[src/rtl/rf_pkg.sv]
// rtl/rf_pkg.sv - shared constants and sizing helper for the parametrised register file
package rf_pkg;

  localparam int RF_BUS_WIDTH  = 16;
  localparam int RF_ADDR_WIDTH = 3;

  function automatic int rf_num_regs(input int addr_width);
    return 1 << addr_width;
  endfunction

endpackage

[src/rtl/rf_scoreboard.sv]
// rtl/rf_scoreboard.sv - per-register busy bits; a reservation on the same edge as a write wins
module rf_scoreboard
  import rf_pkg::*;
#(
  parameter  int ADDR_WIDTH = RF_ADDR_WIDTH,
  localparam int NUM_REGS   = rf_num_regs(ADDR_WIDTH)
) (
  input  logic                  clk,
  input  logic                  rst_n,
  input  logic                  wr_en,
  input  logic [ADDR_WIDTH-1:0] wr_addr,
  input  logic                  resv,
  input  logic [ADDR_WIDTH-1:0] resv_addr,
  input  logic [ADDR_WIDTH-1:0] rs_a,
  input  logic [ADDR_WIDTH-1:0] rs_b,
  output logic [NUM_REGS-1:0]   busy_vec,
  output logic                  busy_a,
  output logic                  busy_b,
  output logic                  busy_next_a,
  output logic                  busy_next_b
);

  logic [NUM_REGS-1:0] busy_q;
  logic [NUM_REGS-1:0] busy_next;

  // Reservation is applied after the write-back clear so a newer producer keeps ownership.
  always_comb begin
    busy_next = busy_q;
    if (wr_en && wr_addr != '0) busy_next[wr_addr] = 1'b0;
    if (resv && resv_addr != '0) busy_next[resv_addr] = 1'b1;
    busy_next[0] = 1'b0;
  end

  always_ff @(posedge clk or negedge rst_n) begin
    if (!rst_n) busy_q <= '0;
    else        busy_q <= busy_next;
  end

  assign busy_vec    = busy_q;
  assign busy_a      = busy_q[rs_a];
  assign busy_b      = busy_q[rs_b];
  assign busy_next_a = busy_next[rs_a];
  assign busy_next_b = busy_next[rs_b];

endmodule

[src/rtl/rf_param_top.sv]
// rtl/rf_param_top.sv - register file with zero register, two registered read ports and optional write bypass
module rf_param_top
  import rf_pkg::*;
#(
  parameter  int BUS_WIDTH  = RF_BUS_WIDTH,
  parameter  int ADDR_WIDTH = RF_ADDR_WIDTH,
  parameter  int BYPASS     = 1,
  localparam int NUM_REGS   = rf_num_regs(ADDR_WIDTH)
) (
  input  logic                  clk,
  input  logic                  rst_n,
  input  logic                  regWrite,
  input  logic [ADDR_WIDTH-1:0] rd,
  input  logic [BUS_WIDTH-1:0]  D,
  input  logic [ADDR_WIDTH-1:0] rsA,
  input  logic [ADDR_WIDTH-1:0] rsB,
  input  logic                  resv,
  input  logic [ADDR_WIDTH-1:0] resv_rd,
  output logic [BUS_WIDTH-1:0]  A,
  output logic [BUS_WIDTH-1:0]  B,
  output logic                  A_busy,
  output logic                  B_busy,
  output logic [NUM_REGS-1:0]   busy_vec
);

  logic [BUS_WIDTH-1:0] regs [NUM_REGS];
  logic                 wr_ok, hit_a, hit_b;
  logic                 busy_a, busy_b, busy_next_a, busy_next_b;
  logic [BUS_WIDTH-1:0] a_next, b_next;
  logic                 a_busy_next, b_busy_next;

  rf_scoreboard #(.ADDR_WIDTH(ADDR_WIDTH)) u_scoreboard (
    .clk        (clk),
    .rst_n      (rst_n),
    .wr_en      (regWrite),
    .wr_addr    (rd),
    .resv       (resv),
    .resv_addr  (resv_rd),
    .rs_a       (rsA),
    .rs_b       (rsB),
    .busy_vec   (busy_vec),
    .busy_a     (busy_a),
    .busy_b     (busy_b),
    .busy_next_a(busy_next_a),
    .busy_next_b(busy_next_b)
  );

  assign wr_ok = regWrite && (rd != '0);
  assign hit_a = (BYPASS != 0) && wr_ok && (rsA == rd);
  assign hit_b = (BYPASS != 0) && wr_ok && (rsB == rd);

  // A forwarded read also sees the busy bit as it will be after this edge.
  always_comb begin
    a_next      = (rsA == '0) ? '0 : regs[rsA];
    b_next      = (rsB == '0) ? '0 : regs[rsB];
    a_busy_next = busy_a;
    b_busy_next = busy_b;
    if (hit_a) begin
      a_next      = D;
      a_busy_next = busy_next_a;
    end
    if (hit_b) begin
      b_next      = D;
      b_busy_next = busy_next_b;
    end
  end

  always_ff @(posedge clk or negedge rst_n) begin
    if (!rst_n) begin
      for (int i = 0; i < NUM_REGS; i++) regs[i] <= '0;
    end else if (wr_ok) begin
      regs[rd] <= D;
    end
  end

  always_ff @(posedge clk or negedge rst_n) begin
    if (!rst_n) begin
      A      <= '0;
      B      <= '0;
      A_busy <= 1'b0;
      B_busy <= 1'b0;
    end else begin
      A      <= a_next;
      B      <= b_next;
      A_busy <= a_busy_next;
      B_busy <= b_busy_next;
    end
  end

endmodule

[config.mk]
export PLATFORM = sky130hd
export DESIGN_NAME = rf_param_top
export DESIGN_NICKNAME = d
export VERILOG_FILES = /design/src/rtl/rf_pkg.sv /design/src/rtl/rf_scoreboard.sv /design/src/rtl/rf_param_top.sv
export SDC_FILE = /design/constraint.sdc
export NUM_CORES = 1
export LEC_CHECK = 0
export BUFFER_PORTS_ARGS = -buffer_cell sky130_fd_sc_hd__buf_2
export CORE_AREA = 3 3 120 180
export DETAILED_ROUTE_END_ITERATION = 10
export DIE_AREA = 0 0 123 183
export HOLD_SLACK_MARGIN = 0.06
export PLACE_DENSITY = 0.54
export SLEW_MARGIN = 10
export SYNTH_ARGS = -nofsm -noshare
export SYNTH_HDL_FRONTEND = slang
export SYNTH_SLANG_ARGS = --single-unit
[constraint.sdc]
create_clock -name clk -period 2.5 [get_ports clk]
set_input_delay 0.375 -clock clk [delete_from_list [all_inputs] [get_ports clk]]
set_output_delay 0.375 -clock clk [all_outputs]
set_load 0.01 [all_outputs]
**Word level (Yosys, flattened, before mapping)**

Index checks and enable logic that the tools add are counted.

- Divide/modulo/power cells: 0
- Multiplexer cells: 29
- $add $sub $neg: 0
- Equality and inequality tests: 2
- $mul: 0
- Reductions and logical operators: 11
- $lt $le $gt $ge: 10
- Shift operators: 0
- Bitwise logic cells: 6

Operators by type and width:

| operator | number |
|---|---|
| 16-bit 2-to-1 mux | 9 |
| 128-bit bitwise mux | 1 |
| 16-bit binary-select mux with 3-bit select | 2 |
| 16-bit demux with 3-bit select | 1 |
| 3-bit by 4-bit less-than comparator with 1-bit output, second input constant | 4 |
| 8-bit 2-to-1 mux | 2 |
| 1-bit binary-select mux with 3-bit select | 4 |
| 4-bit greater-or-equal comparator, second input constant | 3 |
| 3-bit inverter with 4-bit output | 3 |
| 8-bit AND | 1 |
| 1-bit 2-to-1 mux | 8 |
| 8-bit inverter | 1 |
| 8-bit OR | 1 |
| 1-bit logical AND | 7 |
| 1-bit demux with 3-bit select | 2 |
| 3-bit equality test | 2 |
| 3-bit by 1-bit greater-or-equal comparator with 1-bit output, second input constant | 2 |
| 3-bit zero test | 2 |
| 3-bit nonzero test | 2 |
| 4-bit by 1-bit less-than comparator with 1-bit output, second input constant | 1 |

- ROM bits: 0
- Bits in latches: 0
- Word-level logic and storage cells: 71
- Register bits after elaboration: 169
- Memory bits (writable): 0
- Memories kept: 0

**Depth between registers and ports, before layout**

Gate-level depths: netlist (run 1).

- Word-level depth: 12
- Mapped depth: 8
- Depth with buffers taken out: 5

**Modules after synthesis**

From an unflattened synthesis (run 1), not the netlist that was laid out.

- Cells, all modules: 563
- Area, all modules: 8500.7 µm²

By module, submodules not included:

| module | instances | sequential area each (µm²) | cells an instance | area an instance (µm²) |
|---|---|---|---|---|
| rf_param_top | 1 | 4053.9 | 498 | 7900.1 |
| rf_scoreboard | 1 | 175.2 | 65 | 600.6 |

**Worst setup path after synthesis (run 1)**

OpenSTA, ideal clock, no wires.

- Path type: input to register
- From: input rsB[0]
- To: register B[5]
- Required time: 2.381 ns
- Setup time: 0.119 ns
- Data arrival time: 1.565 ns
- Stages on the path: 5
- Path slack: 0.815 ns
- Cells stage by stage: buf_2 > buf_2 > mux4_2 > a21oi_1 > o21ai_2

- Word-level cells in the longest chain between the ends: 6

Ends and longest elaborated chain:

| element | RTL line | RTL |
|---|---|---|
| start: declaration | rf_param_top.sv:16 | `input logic [ADDR_WIDTH-1:0] rsB,` |
| 3-bit inverter with 4-bit output (implied by the code) | rf_param_top.sv:55 | `b_next = (rsB == '0) ? '0 : regs[rsB];` |
| 16-bit binary-select mux with 3-bit select | rf_param_top.sv:55 |  |
| 16-bit 2-to-1 mux (implied by the code) (2 in series) | rf_param_top.sv:55 |  |
| 16-bit 2-to-1 mux | rf_param_top.sv:55 |  |
| 16-bit 2-to-1 mux (*) | rf_param_top.sv:62 | `if (hit_b) begin` |
| named net b_next[5] | rf_param_top.sv:29 | `logic [BUS_WIDTH-1:0] a_next, b_next;` |
| end signal: assignment | rf_param_top.sv:84 | `B <= b_next;` |
| end: declaration | rf_param_top.sv:20 | `output logic [BUS_WIDTH-1:0] B,` |

Mark *: on every way through the listed nets, which the timed path passes. The rest lies on a longest branch. The select of a mux whose other input is x is not followed.
A chain may end at the register's enable or synchronous reset.

**Worst setup path in the final report (run 1)**

- From: input regWrite
- To: register B[2]

- Word-level cells in the longest chain between the ends: 3

Ends and longest elaborated chain:

| element | RTL line | RTL |
|---|---|---|
| start: declaration | rf_param_top.sv:12 | `input logic regWrite,` |
| 1-bit logical AND | rf_param_top.sv:48 | `assign wr_ok = regWrite && (rd != '0);` |
| 1-bit logical AND | rf_param_top.sv:50 | `assign hit_b = (BYPASS != 0) && wr_ok && (rsB == rd);` |
| 16-bit 2-to-1 mux | rf_param_top.sv:62 |  |
| named net b_next[2] | rf_param_top.sv:29 |  |

The timed path passes the listed nets, and every way through them passes these cells.

==> impl_metrics.yaml, run 1 <==
run_status:
  run_status: "complete, no violations"
cts:
  clk_pin_slew_ns: 0.06
  htree_levels: 4
  cts_buffer_depth: 2
  cts_root_buffer: "clkbuf_16"
  cts_tree: "built"
  numCtsBuffers: 17
  cts_resized: 0
  clk_latency_ns: 0.43
  cts.sinks: 154
timing:
  relSlewSlack_pct: 56.2
  drv_slew: 0
  clock_skew_ns: 0.00665
  rsz0062_at_grt: "false"
  fmax_ghz: 0.590
  hold_viol_final: 0
  fin_crit_ns: 1.69
  tns_ns: 0
  setup_viol: 0
  tightest_slew_ns: 0.658
  fin_crit_sh_pct: 67.7
global_route:
  track_usage_pct: 20.6
  grt_overflow: 0
  grt_max_degree: 59
  grt_antenna_before_repair: 0
  grt_pass1_vias: 5982
  grt_first_pass_wirelength_um: 34800
setup_path:
  critPathMaxFanout: 11
  r2r_slack_ns: 0.99
  start_kind: "primary input"
  endpoint: "B[2]"
  crit_required_ns: 2.84
  crit_type: "primary input to flop"
  cp.arrival_ns: 2.04
  r2r_cells: 4
  r2r_start: "u_scoreboard.busy_vec[6]"
  cp-startpoint: "regWrite"
  rr_endpoint: "A_busy"
  endpoint_kind: "flop"
power_and_ir_drop:
  power.leakage_nw: 3.92
  p_seq_share_pct: 45.8
  power.density_nw_per_um2: 804
  power.internal_mw: 5.26
  power_frac_clock_pct: 32.2
  max-vdd-ir-drop_uv: 454
  switchingPower_mw: 2.16
  combPwrFrac_pct: 22.0
  swShare_pct: 29.1
placed_design:
  placed_area_um2: 8680
  hpwl_um: 14200
  gp_congestion: 0.862
  portBuffers: 72
routing:
  totalWireLength_um: 21800
  drt_iter0_markers: 441
  drtPass1Iterations: 5
  vias: 5575
  avgRoutedWirePerCell_um: 22.7
  drtAntennaViolNets: 0
  via_per_inst: 5.82
  drc: 0
synthesis:
  synth-seq-cells: 154
  yosys_warnings: 0
  synth_enable_flop_cells: 0
  synth.avg_cell_area_um2: 13.1
  synth.distinct_cells: 52
  yosysSeqAreaShare_pct: 48.1
  synth_cells: 613
  netlist_area_um2: 8010
  ys.flop_type: "dfrtp_1"
  synth_nets: 645
  synth-async-reset-ratio_pct: 100
die:
  die_w_um: 123
  core_um2: 20300
  die_height_um: 183
  initial_core_util_pct: 39.6
  io_pins: 74
  num_rows: 64
  dieArea_um2: 22500
layout:
  layout-area-overhead-vs-synth_pct: 15.3
  diodes: 0
  multiInputGateArea_um2: 3840
  final_common_cell: "dfrtp_1"
  drive_gt1_share_pct: 45.8
  seqCellArea_um2: 3850
  layout_common_cells: "dfrtp_1 (154), mux2_2 (127), buf_2 (71)"
  final_nets: 713
  stdcell_area_um2: 9240
  fillers: 1833
  fin_util_pct: 45.6
flow_run:
  drv_cap: 0
min_path:
  holdCritPathClass: "primary input to flop"
## flip-flops by register name (all words and copies together) (netlist names)
register               cells
A                         16
B                         16
u_scoreboard.busy_vec      7
B_busy                     1
A_busy                     1
regs                     113
## power by group through the flow
stage | sequential, mW | combinational, mW | clock, mW
floorplan | 3.38 | 1.11 | 0
global placement | 3.41 | 1.61 | 0
detailed placement | 3.44 | 1.66 | 0
CTS | 3.40 | 1.66 | 2.45
global route | 3.46 | 1.79 | 2.56
finish | 3.40 | 1.63 | 2.39
## area by class of cell
| type | instances | share of cell area, % |
|---|---|---|
| Clock buffer | 19 | 4.90 |
| Inverter | 8 | 0.325 |
| Tap cell | 264 | 3.57 |
| Timing Repair Buffer | 103 | 6.92 |
| Sequential cell | 154 | 41.7 |
| Clock inverter | 13 | 1.02 |
| Multi-Input combinational cell | 397 | 41.6 |
## per-stage QoR
stage               total power [mW]  setup WS [ns]  instances  hold WS, ns
floorplan                       4.49          0.815        613       0.0794
detailed placement              5.10          0.382        925        0.367
finish                          7.43          0.806        958        0.244
global route                    7.81          0.688        958        0.223
CTS                             7.51          0.824        958        0.205
global placement                5.02          0.429        925        0.361
## critical path, stage by stage
cell and delay, ns:
buf_2 0.18, a311o_1 0.36, nand2_1 0.10, nor3_2 0.05
or2_1 0.48, buf_4 0.29, o21ai_0 0.19
## cell usage after synthesis (5+ instances only)
cell | n | share of area [%]
mux4_2 | 35 | 9.8
buf_6 | 5 | 0.70
nand2_1 | 42 | 2.0
nor2b_1 | 20 | 1.6
mux2_2 | 127 | 18
o31ai_1 | 16 | 1.5
clkbuf_1 | 13 | 0.61
a211oi_1 | 16 | 1.5
o21ai_2 | 10 | 1.1
nor2_1 | 18 | 0.84
mux2i_1 | 19 | 2.4
inv_1 | 8 | 0.37
o21ai_0 | 8 | 0.50
dfrtp_1 | 154 | 48
a21oi_1 | 19 | 1.2
buf_4 | 10 | 0.94
buf_2 | 25 | 1.6
a221oi_1 | 18 | 2.0
## how the worst min path moves through the flow
stage / startpoint / endpoint / slack [ns] / cells after the start
finish: resv_rd[0] / u_scoreboard.busy_vec[4] / 0.24 / 2
global route: resv_rd[0] / u_scoreboard.busy_vec[4] / 0.22 / 2
CTS: resv_rd[0] / u_scoreboard.busy_vec[4] / 0.20 / 2
detailed placement: rst_n / regs[19] / 0.37 / 1
global placement: rst_n / regs[51] / 0.36 / 1
floorplan: rst_n / A[0] / 0.08 / 0
## logic make-up after synthesis
kind of cell              synth area share [%]
muxes                                     30.1
xor gates and xnor gates                 0.546
DFF                                       48.1
AOI/OAI and AO/OA                         10.1
and+or+nand+nor                           6.93
buffers and inverters                     4.23
other                                   0.0468
## layer usage
layer  up-vias  GRT usage, %  wire length (µm)
met5         -             0                 0
met3        50          3.70               836
met1      2930          25.1              8720
met4         0          8.96               711
met2       160          35.5             11500
li1       2435             -                 -
## what timing repair did
item / 4_1_cts / 5_1_grt
hold endpoints to repair: 49 / 0
hold buffers: 1 / 0
setup buffers: 0 / 0
Power figures use the tool's default switching activity.
==> run 2: changes to the inputs <==
--- a/config.mk
+++ b/config.mk
@@ -10,7 +10,7 @@
 export DETAILED_ROUTE_END_ITERATION = 10
 export DIE_AREA = 0 0 123 183
 export HOLD_SLACK_MARGIN = 0.06
-export PLACE_DENSITY = 0.54
+export PLACE_DENSITY = 0.56
 export SLEW_MARGIN = 10
 export SYNTH_ARGS = -nofsm -noshare
 export SYNTH_HDL_FRONTEND = slang
==> constraint.sdc (replaced) <==
create_clock -name clk -period 1.4 [get_ports clk]
set_input_delay 0.21 -clock clk [delete_from_list [all_inputs] [get_ports clk]]
set_output_delay 0.21 -clock clk [all_outputs]
set_load 0.01 [all_outputs]
==> run 2 against run 1 <==
First-iteration DRC count decreased by 9.5%. Flip-flop and latch count unchanged. Utilization increased by 3.2 points. Clock skew up 0.0036 ns. Wire length increased by 3.2%. Non-clock buffer count increased by 53. Power is 87% higher. Combinational power increased by 94%. Critical path type is now flop to flop. Critical endpoint is now B[9].
==> impl_metrics.yaml, run 2 (synthesis gave the netlist of run 1 again) <==
run_status:
  run_status: "complete, no violations"
routing:
  drtPass1Iterations: 5
  avgRoutedWirePerCell_um: 22.2
  totalWireLength_um: 22500
  drt_iter0_markers: 399
  vias: 5768
  drtAntennaViolNets: 0
  via_per_inst: 5.71
  drc: 0
die:
  die_height_um: 183
  core_um2: 20300
  io_pins: 74
  die_w_um: 123
  num_rows: 64
  initial_core_util_pct: 39.6
  dieArea_um2: 22500
layout:
  top_regs: "regs: 113 flops, A: 16 flops, B: 16 flops"
  drive_gt1_share_pct: 50.5
  layout-area-overhead-vs-synth_pct: 23.4
  layout_common_cells: "dfrtp_1 (153), mux2_2 (127), buf_2 (71)"
  diodes: 0
  final_nets: 766
  largest_reg_flops: 113
  final_common_cell: "dfrtp_1"
  largest-register: "regs"
timing:
  tns_ns: 0
  clock_skew_ns: 0.0103
  rsz0062_at_grt: "false"
  setup_ws_ns: 0.0610
  fin_crit_sh_pct: 95.6
  drv_slew: 0
  fmax_ghz: 0.747
  fin_crit_ns: 1.34
  setup_viol: 0
  hold_viol_final: 0
global_route:
  grt_antenna_before_repair: 0
  grt_overflow: 0
  grt_pass1_vias: 6187
  grt_max_degree: 48
  grt_first_pass_wirelength_um: 35400
  track_usage_pct: 20.8
setup_path:
  rr_endpoint: "B[9]"
  crit_family: "multiplexers"
  start_kind: "flop"
  endpoint_kind: "flop"
  crit_type: "flop to flop"
  r2r_start: "regs[9]"
  r2r_cells: 3
  critPathMaxFanout: 3
  r2r_slack_ns: 0.06
  crit_required_ns: 1.71
  cp_slowest_stage_delay_ns: 0.48
  path_buf_inv: 0
  cp.arrival_ns: 1.65
  cp-startpoint: "regs[9]"
  cp_slowest_cell: "mux4_2"
  path_cells: "mux4_2 -> a21oi_2 -> o21ai_2"
cts:
  numCtsBuffers: 17
  htree_levels: 4
  clk_pin_slew_ns: 0.07
  cts_buffer_depth: 2
  cts_root_buffer: "clkbuf_16"
  clk_latency_ns: 0.44
  cts_tree: "built"
  cts.sinks: 154
  post_cts_buffers: 0
flow_run:
  drv_cap: 0
power_and_ir_drop:
  power.leakage_nw: 4.25
  power.density_nw_per_um2: 1400
  max-vdd-ir-drop_uv: 719
min_path:
  worstHoldStart: "D[11]"
  whs_path_depth: 3
  holdCritPathClass: "primary input to flop"
  hold_end: "A[11]"
placed_design:
  place_ws_ns: -0.349
  gp_congestion: 0.853
  portBuffers: 72
  hpwl_um: 15600
run 2: cell count changes in the layout (fill, tap and decap cells not counted), moves of 2 or more:
cell      previous run  this run
a21oi_2              0         2
inv_8                0         2
a21oi_1             19        17
clkinv_2             5         1
buf_4               27        67
inv_6                3         6
clkinv_4             4         2
buf_12               3        16
clkbuf_8             2         0
run 2: metal layers:
metal	vias to the layer above	wire [µm]	track usage [%]
li1	2554	-	-
met3	40	643	3.55
met2	136	12100	36.4
met4	0	584	8.38
met5	-	0	0
met1	3038	9110	25.5
run 2: repair_timing:
item,in CTS,in global routing
hold endpoints to repair,154,0
resized for setup,2,3
hold buffers,1,0
endpoints found under the setup margin,2,1
run 2: worst max-delay path by stage:
stage,endpoint,depth (start not counted)
after floorplan,A_busy,7
after global placement,B[9],5
after detailed placement,B[2],7
after CTS,A_busy,4
after global routing,A[3],4
final,B[9],3
run 2: report_power, final:
group | leakage [nW] | switching, mW | internal (mW)
Sequential | 1.85 | 0.670 | 5.41
Combinational | 2.11 | 1.38 | 1.79
Clock | 0.282 | 2.11 | 2.52
run 2: final cells by class:
cell class	count	area [µm²]
fill	1772	10400
multi-input combinational	397	3890
sequential	154	3850
timing repair buffer	156	1200
clock buffer	17	425
tap	264	330
clock inverter	15	159
inverter	8	30.0
run 2: tightest hold or removal path, cell delays in order:
cell	delay, ns
buf_2	0.15
nand2_1	0.07
o31ai_1	0.06
run 2: stage by stage:
stage / power, mW / area [µm²] / cells / util (%) / hold WS (ns)
after global routing: 14.5 / 9890 / 1011 / 48.8 / 0.0919
after CTS: 14.0 / 9880 / 1011 / 48.7 / 0.0816
after global placement: 9.17 / 9270 / 978 / 45.8 / 0.122
final: 13.9 / 9890 / 1011 / 48.8 / 0.0967
after detailed placement: 9.31 / 9270 / 978 / 45.8 / 0.131
after floorplan: 8.05 / 8090 / 613 / - / -0.0856
==> run 3: changes to the inputs <==
--- a/config.mk
+++ b/config.mk
@@ -10,7 +10,7 @@
 export DETAILED_ROUTE_END_ITERATION = 10
 export DIE_AREA = 0 0 123 183
 export HOLD_SLACK_MARGIN = 0.06
-export PLACE_DENSITY = 0.56
+export PLACE_DENSITY = 0.7
 export SLEW_MARGIN = 10
 export SYNTH_ARGS = -nofsm -noshare
 export SYNTH_HDL_FRONTEND = slang
==> constraint.sdc (replaced) <==
create_clock -name clk -period 1.4 [get_ports clk]
set_input_delay 0 -clock clk [delete_from_list [all_inputs] [get_ports clk]]
set_output_delay 0 -clock clk [all_outputs]
set_load 0.01 [all_outputs]
==> run 3 against run 2 <==
Non-clock buffer count up 7. Clock skew down 0.0022 ns. Via count down 1.0%. Count of clock-buffer cells in the layout up 1. Flip-flop and latch count unchanged. Clock power down 3%. Die area unchanged. Register-to-register slack worse by 0.04 ns. Critical path depth up 1. First-iteration DRC count down 7.8%. Power down 1.4%. Global-route usage down 1.6 points. Largest cell class unchanged. Largest power group unchanged. Highest routed layer unchanged.
==> impl_metrics.yaml, run 3 (synthesis gave the netlist of run 1 again) <==
run_status:
  run_status: "complete, no violations"
timing:
  fmax_ghz: 0.723
  hold_viol_final: 0
  fin_crit_sh_pct: 98.8
  clock_skew_ns: 0.00813
  fin_crit_ns: 1.38
  tns_ns: 0
  drv_slew: 0
  setup_viol: 0
flow_run:
  drv_cap: 0
layout:
  final_nets: 773
  final_common_cell: "dfrtp_1"
  layout-area-overhead-vs-synth_pct: 23.5
  top_regs: "regs: 113 flops, A: 16 flops, B: 16 flops"
  finalNonFillerCells: 1016
  largest_reg_flops: 113
  fillers: 1784
  largest-register: "regs"
  drive_gt1_share_pct: 47.7
  layout_common_cells: "dfrtp_1 (154), mux2_2 (127), buf_2 (71)"
  diodes: 0
routing:
  drt_iter0_markers: 368
  drc: 0
  top_layer: "met4"
  wl_met3_um: 846
  vias: 5708
  drtAntennaViolNets: 0
  avgRoutedWirePerCell_um: 20.6
  via_per_inst: 5.62
  totalWireLength_um: 20900
  wl_met1_um: 8270
  wl_met2_um: 11100
  drtPass1Iterations: 5
setup_path:
  r2r_slack_ns: 0.02
  path_cells: "a32oi_1 -> a221oi_2 -> o21ai_1 -> a311oi_2"
  endpoint_kind: "flop"
  crit_type: "flop to flop"
  r2r_cells: 4
  path_buf_inv: 0
  rr_endpoint: "A_busy"
  cp.arrival_ns: 1.71
  cp_slowest_stage_delay_ns: 0.44
  cp_slowest_cell: "dfrtp_1"
  r2r_start: "u_scoreboard.busy_vec[6]"
  crit_family: "compound AO/OA/AOI/OAI gates"
  critPathMaxFanout: 5
  crit_required_ns: 1.72
  start_kind: "flop"
placed_design:
  hpwl_um: 14200
  gp_congestion: 0.834
  portBuffers: 72
  dp.cells: 964
cts:
  post_cts_buffers: 0
  numCtsBuffers: 17
  htree_levels: 4
  cts_root_buffer: "clkbuf_16"
  cts_buffer_depth: 2
  clk_pin_slew_ns: 0.06
  clk_latency_ns: 0.42
  cts_tree: "built"
  cts.sinks: 154
die:
  io_pins: 74
  initial_core_util_pct: 39.6
  die_height_um: 183
  num_rows: 64
  dieArea_um2: 22500
  die_w_um: 123
  core_um2: 20300
power_and_ir_drop:
  total_power_mw: 13.7
  power.leakage_nw: 4.23
  max-vdd-ir-drop_uv: 893
  power.density_nw_per_um2: 1380
min_path:
  hold_end: "u_scoreboard.busy_vec[3]"
  holdCritPathClass: "primary input to flop"
  whs_path_depth: 4
  worstHoldStart: "rd[2]"
global_route:
  grt_antenna_before_repair: 0
  grt_pass1_vias: 6168
  track_usage_pct: 19.3
  grt_overflow: 0
  grt_max_degree: 50
  grt_first_pass_wirelength_um: 33300
-- run 3: routing by layer --
layer,track usage [%],up-vias
met3,3.09,47
met4,8.78,0
li1,-,2560
met2,33.6,171
met5,0,-
met1,23.3,2930
-- run 3: timing repair --
item	CTS	global route
endpoints found under the hold margin	302	0
hold buffers	22	0
endpoints found under the setup margin	1	2
pin swaps	0	2
gates resized for setup	1	5
-- run 3: worst max-delay path by stage --
stage                             start     end  slack [ns]  cells past startpoint
3_5_place_dp                      rd[2]   B[13]       -0.09                      7
3_3_place_gp                      rd[2]    B[9]       -0.08                      7
2_1_floorplan                    rsB[0]    B[5]        0.09                      5
5_1_grt        u_scoreboard.busy_vec[6]  A_busy       -0.08                      4
6_report       u_scoreboard.busy_vec[6]  A_busy        0.02                      4
4_1_cts                      resv_rd[1]  A_busy       0.008                      8
-- run 3: area by class of cell --
| class | count | area (µm²) | share of cell area, % |
|---|---|---|---|
| multi-input combinational | 397 | 3870 | 39.1 |
| sequential | 154 | 3850 | 38.9 |
| timing repair buffer | 163 | 1240 | 12.6 |
| clock buffer | 18 | 429 | 4.34 |
| tap | 264 | 330 | 3.34 |
| clock inverter | 12 | 143 | 1.44 |
| inverter | 8 | 30.0 | 0.303 |
-- run 3: report_power, final --
part | switching, mW | internal, mW | leakage [nW] | total [mW]
Combinational | 1.33 | 1.77 | 2.10 | 3.10
Sequential | 0.659 | 5.41 | 1.85 | 6.07
Clock | 1.88 | 2.63 | 0.271 | 4.51
-- run 3: tightest hold or removal path, cell delays in order --
cell and delay, ns:
buf_2 0.14, nand4b_2 0.16, a32oi_2 0.07, inv_1 0.07
-- run 3: through the flow --
| stage | hold slack (ns) | instance area [µm²] | utilization (%) | setup WS [ns] |
|---|---|---|---|---|
| after floorplan | -0.296 | 8010 | - | 0.0905 |
| after global placement | -0.0418 | 9080 | 44.8 | -0.0819 |
| after detailed placement | -0.0374 | 9080 | 44.8 | -0.0881 |
| after CTS | 0.0639 | 9870 | 48.7 | 0.00832 |
| after global routing | 0.0672 | 9900 | 48.9 | -0.0776 |
| final | 0.0620 | 9900 | 48.9 | 0.0163 |
